==> src/rtl/shot_ctrl_pkg.sv <==
// Shared definitions for the debounced start/shot controller:
// channel state encoding, output mode selectors and counter width.
package shot_ctrl_pkg;

    typedef enum logic [2:0] {
        ST_INIT  = 3'd0,
        ST_IDLE  = 3'd1,
        ST_QUAL  = 3'd2,
        ST_SET   = 3'd3,
        ST_READY = 3'd4
    } state_t;

    localparam int unsigned MODE_LATCH  = 0;
    localparam int unsigned MODE_PULSE  = 1;
    localparam int unsigned MODE_TOGGLE = 2;

    localparam int unsigned CNT_W = 8;

    // Value the shot register takes on a qualified press, given its current value.
    function automatic logic shot_on_event(input int unsigned mode, input logic cur);
        case (mode)
            MODE_TOGGLE: shot_on_event = ~cur;
            default:     shot_on_event = 1'b1;
        endcase
    endfunction

endpackage

==> src/rtl/shot_channel.sv <==
// One debounced start/shot channel: qualifies a start press over DEBOUNCE+1
// consecutive high samples and drives a registered shot output per MODE.
module shot_channel
    import shot_ctrl_pkg::*;
#(
    parameter int unsigned DEBOUNCE = 4,
    parameter int unsigned MODE     = 0
) (
    input  logic clk,
    input  logic reset,
    input  logic start,
    input  logic clear,
    output logic shot,
    output logic busy
);

    localparam logic [CNT_W-1:0] DEB = CNT_W'(DEBOUNCE);

    state_t           r_state;
    logic [CNT_W-1:0] r_cnt;
    logic             r_armed;
    logic             r_shot;

    always_ff @(posedge clk) begin
        if (!reset) begin
            r_state <= ST_INIT;
            r_cnt   <= '0;
            r_armed <= 1'b0;
            r_shot  <= 1'b0;
        end else if (clear) begin
            r_state <= ST_IDLE;
            r_cnt   <= '0;
            r_armed <= 1'b0;
            r_shot  <= 1'b0;
        end else begin
            // Pulse mode: shot falls on every edge unless a press event re-raises it.
            if (MODE == MODE_PULSE)
                r_shot <= 1'b0;
            case (r_state)
                ST_INIT: r_state <= ST_IDLE;
                ST_IDLE, ST_READY: begin
                    if (start) begin
                        r_state <= ST_QUAL;
                        r_cnt   <= CNT_W'(1);
                    end
                end
                ST_QUAL: begin
                    if (start) begin
                        if (r_cnt >= DEB) begin
                            r_state <= ST_SET;
                            r_cnt   <= '0;
                            r_armed <= 1'b1;
                            r_shot  <= shot_on_event(MODE, r_shot);
                        end else begin
                            r_cnt <= r_cnt + CNT_W'(1);
                        end
                    end else begin
                        r_state <= r_armed ? ST_READY : ST_IDLE;
                        r_cnt   <= '0;
                    end
                end
                ST_SET: begin
                    if (!start)
                        r_state <= ST_READY;
                end
                default: begin
                    r_state <= ST_INIT;
                    r_cnt   <= '0;
                    r_shot  <= 1'b0;
                end
            endcase
        end
    end

    assign shot = r_shot;
    assign busy = (r_state == ST_QUAL);

endmodule

==> src/rtl/shot_control_multi.sv <==
// Multi-channel start/shot controller: CHANNELS independent debounced
// channels plus an OR of all shot outputs.
module shot_control_multi #(
    parameter int unsigned CHANNELS = 4,
    parameter int unsigned DEBOUNCE = 4,
    parameter int unsigned MODE     = 0
) (
    input  logic                clk,
    input  logic                reset,
    input  logic [CHANNELS-1:0] start,
    input  logic [CHANNELS-1:0] clear,
    output logic [CHANNELS-1:0] shot,
    output logic [CHANNELS-1:0] busy,
    output logic                any_shot
);

    for (genvar g = 0; g < CHANNELS; g++) begin : g_ch
        shot_channel #(
            .DEBOUNCE (DEBOUNCE),
            .MODE     (MODE)
        ) u_ch (
            .clk   (clk),
            .reset (reset),
            .start (start[g]),
            .clear (clear[g]),
            .shot  (shot[g]),
            .busy  (busy[g])
        );
    end

    assign any_shot = |shot;

endmodule

==> config.mk <==
export PLATFORM = sky130hd
export DESIGN_NAME = shot_control_multi
export DESIGN_NICKNAME = d
export VERILOG_FILES = /design/src/rtl/shot_ctrl_pkg.sv /design/src/rtl/shot_channel.sv /design/src/rtl/shot_control_multi.sv
export SDC_FILE = /design/constraint.sdc
export NUM_CORES = 1
export LEC_CHECK = 0
export ABC_AREA = 1
export BUFFER_PORTS_ARGS = -buffer_cell sky130_fd_sc_hd__clkbuf_2
export CORE_ASPECT_RATIO = 0.7
export CORE_MARGIN = 1
export CORE_UTILIZATION = 54
export CTS_CLUSTER_DIAMETER = 100
export CTS_CLUSTER_SIZE = 14
export DETAILED_ROUTE_END_ITERATION = 7
export PLACE_DENSITY = 0.81
export SLEW_MARGIN = 20
export SYNTH_ARGS = -nofsm -noshare
export SYNTH_HDL_FRONTEND = slang
export SYNTH_SLANG_ARGS = --single-unit
export TNS_END_PERCENT = 1
==> constraint.sdc <==
create_clock -name clk -period 1.09 [get_ports clk]
set_input_delay 0.0545 -clock clk [delete_from_list [all_inputs] [get_ports clk]]
set_output_delay 0.0545 -clock clk [all_outputs]
set_load 0.005 [all_outputs]
==> reports/results.tsv <==
stage	metric	value	unit
status	status	finished with violations	
status	violations	design-rule violations, negative setup slack	
flow_run	max-cap-violations	0	
global_route	grt_pass1_wl	10240	um
floorplan	dieArea	0.005093	mm2
synthesis	synth-async-reset-ratio	0	
clock_tree	cts_buffers	5	
worst_hold_path	holdPathStages	4	
synthesis	synth_flop_cell	dfxtp_1	
worst_setup_path	worstPathRequired	1.04	ns
timing	slew_viol_final	0	
timing	timing.fmax	0.7614	GHz
cells_and_area	design_area	0.003333	mm2
timing	timing.final.crit_period	1.313	ns
synthesis	syn_avg_cell_area	6.623	um2
synthesis	synth_warnings	0	
synthesis	synth_seq_cells	52	
placement	dp.final_hpwl	4505	um
global_route	grt_start_max_net_pins	17	
floorplan	dieWidth	84.88	um
synthesis	synth.cells.most_frequent	nand2_1 (108), nor2_1 (66), dfxtp_1 (52), inv_1 (51), a21oi_1 (26)	
timing	fin_ws	-0.2234	ns
cells_and_area	seqCellArea	0.001071	mm2
timing	setup_tns	-3.223	ns
worst_setup_path	endpoint_kind	primary output	
clock_tree	cts_tree	yes	
synthesis	synth_cells	392	
synthesis	synth_top_area_cell	dfxtp_1	
synthesis	synth_cell_types	27	
cells_and_area	utilization	0.7441	
cells_and_area	areaGrowthSynthToFinish	28.39	%
global_route	gr-total-overflow	0	
cells_and_area	drive_gt1_frac	0.2882	
power	peakVddDrop	0.8138	mV
clock_tree	clk_path_buf_depth	2	
synthesis	synth.top_cell.area_share	0.4010	
worst_setup_path	crit_path_start_kind	flip-flop	
floorplan	die_y	60.01	um
timing	setup_viol	47	
worst_setup_path	worstSetupPathType	flip-flop to primary output	
timing	tightest_slew	0.3380	ns
global_route	antenna_found_initial	0	
synthesis	yosysSeqAreaShare	0.4010	
power	power_density	1189	mW/mm2
worst_setup_path	critPathMaxFanout	2	
floorplan	io_pins	19	
drt	drt-pass1-iter-count	7	
floorplan	core.rowCount	20	
synthesis	synthMostInstantiatedCell	nand2_1	
drt	vias	2665	
worst_hold_path	hold_path_startpoint	clear[1]	
synthesis	synth-edff-count	0	
timing	timing.hold.ws	0.08568	ns
timing	rsz0062_at_grt	true	
timing	max_slew_margin	0.7723	
global_route	grt_use_total	0.2557	
drt	vias_per_cell	5.195	
synthesis	netlist_area	0.002596	mm2
worst_hold_path	hold-path-endpoint	g_ch[1].u_ch.r_cnt[1]	
power	p_leak	0.001562	uW
cells_and_area	finalNetCount	475	
drt	wirelength	6166	um
worst_hold_path	hp-class	input port to flip-flop	
worst_setup_path	rr_startpoint	g_ch[3].u_ch.r_state[0]	
floorplan	coreArea	0.004479	mm2
placement	pre_cts_slack	-0.1940	ns
global_route	grt_pass1_vias	2317	
floorplan	initial_core_util	0.5796	
worst_setup_path	reg2reg_to	g_ch[3].u_ch.r_cnt[5]	
synthesis	synth_nets	410	
drt	drc	1	
timing	skew	0.009684	ns
timing	finalCritPeriodShare	1.205	
cells_and_area	fill_cells	341	
clock_tree	cts_max_level	2	
placement	port_buffers	18	
clock_tree	clkLatencyLatePin	0.31	ns
synthesis	synth_area_leaders	dfxtp_1 (40%), nand2_1 (16%), nor2_1 (9.5%)	
clock_tree	root_buffer	clkbuf_8	
placement	place_congestion	0.9419	
clock_tree	cts.sinks	52	
drt	drt-initial-drc-count	141	
worst_setup_path	r2r_slack	-0.14	ns
worst_setup_path	arrival	1.26	ns
timing	hold_viol_final	0	
placement	place_area	0.003038	mm2
clock_tree	path_clk_slew	0.09	ns
cells_and_area	antennaDiodeCount	0	
drt	wl_per_cell	12.02	um
cells_and_area	multi_input_area	0.001423	mm2
drt	ant_nets	0	
worst_setup_path	r2r_cells	6	
[sequential cells by signal, indices dropped and copies added (netlist names)]
signal	cells
g_ch.u_ch.r_armed	4
g_ch.u_ch.r_cnt	32
g_ch.u_ch.shot	4
g_ch.u_ch.r_state	12
[report_power, final]
group | switching [uW] | internal [uW] | total [uW]
clock network | 660 | 521 | 1180
logic | 450 | 316 | 766
registers | 65.1 | 1950 | 2020
total | 1170 | 2790 | 3960
[through the flow]
stage / total power [uW] / instances
2_1_floorplan: 2472 / 392
6_report: 3964 / 513
3_3_place_gp: 2708 / 501
4_1_cts: 3920 / 512
3_5_place_dp: 2732 / 501
5_1_grt: 4172 / 513
[cells in the final DEF, fill, tap and decap left out, types with 3 or more instances in the layout]
master and count:
nand2_2 7, nor2_2 10, nand3_1 20, inv_1 46, nand3_2 3, nand2_1 100, clkbuf_8 6, clkbuf_2 18
dfxtp_4 5, nor2_4 7, o21ai_0 11, o21ai_1 5, inv_2 6, ha_1 8, dfxtp_2 9, dfxtp_1 38
nand4_1 11, buf_4 50, a21oi_1 25, nor2_1 51
[per-layer routing]
metal	global-route usage	up-vias	share of wire
li1	-	1365	-
met1	0.3492	1218	0.48
met2	0.4251	75	0.45
met3	0.04558	7	0.057
met4	0.06538	0	0.0091
met5	0	-	0
[what timing repair did]
action | 4_1_cts | 5_1_grt
resized for setup | 34 | 28
hold buffers | 0 | 0
buffers inserted | 3 | 1
endpoints found under the setup margin | 54 | 57
pin swaps | 4 | 5
[cell type report]
| cell class | instances | area share |
|---|---|---|
| Timing Repair Buffer | 68 | 0.1396 |
| Multi-Input combinational cell | 275 | 0.4268 |
| Tap cell | 55 | 0.02065 |
| Sequential cell | 52 | 0.3213 |
| Clock buffer | 6 | 0.02477 |
| Inverter | 55 | 0.06269 |
| Clock inverter | 2 | 0.004129 |
[worst max-delay path, cell delays in order (launching register included)]
cell,delay (ns)
dfxtp_2,0.34
or4_1,0.49
clkbuf_2,0.12
[worst max path at each step]
stage / endpoint / start
detailed placement: g_ch[2].u_ch.r_state[0] / g_ch[2].u_ch.r_state[0]
finish: any_shot / g_ch[2].u_ch.shot
floorplan: g_ch[0].u_ch.r_state[2] / g_ch[0].u_ch.r_state[0]
global placement: g_ch[1].u_ch.r_state[2] / g_ch[1].u_ch.r_state[0]
CTS: any_shot / g_ch[2].u_ch.shot
global route: any_shot / g_ch[2].u_ch.shot
[cells by family after synthesis]
family / synth area share
fa+ha+maj: 0.03856
simple gates: 0.3542
flops: 0.4010
buf+inv: 0.1084
compound gates: 0.09783
Note: power is estimated with default switching activity, not from simulation.
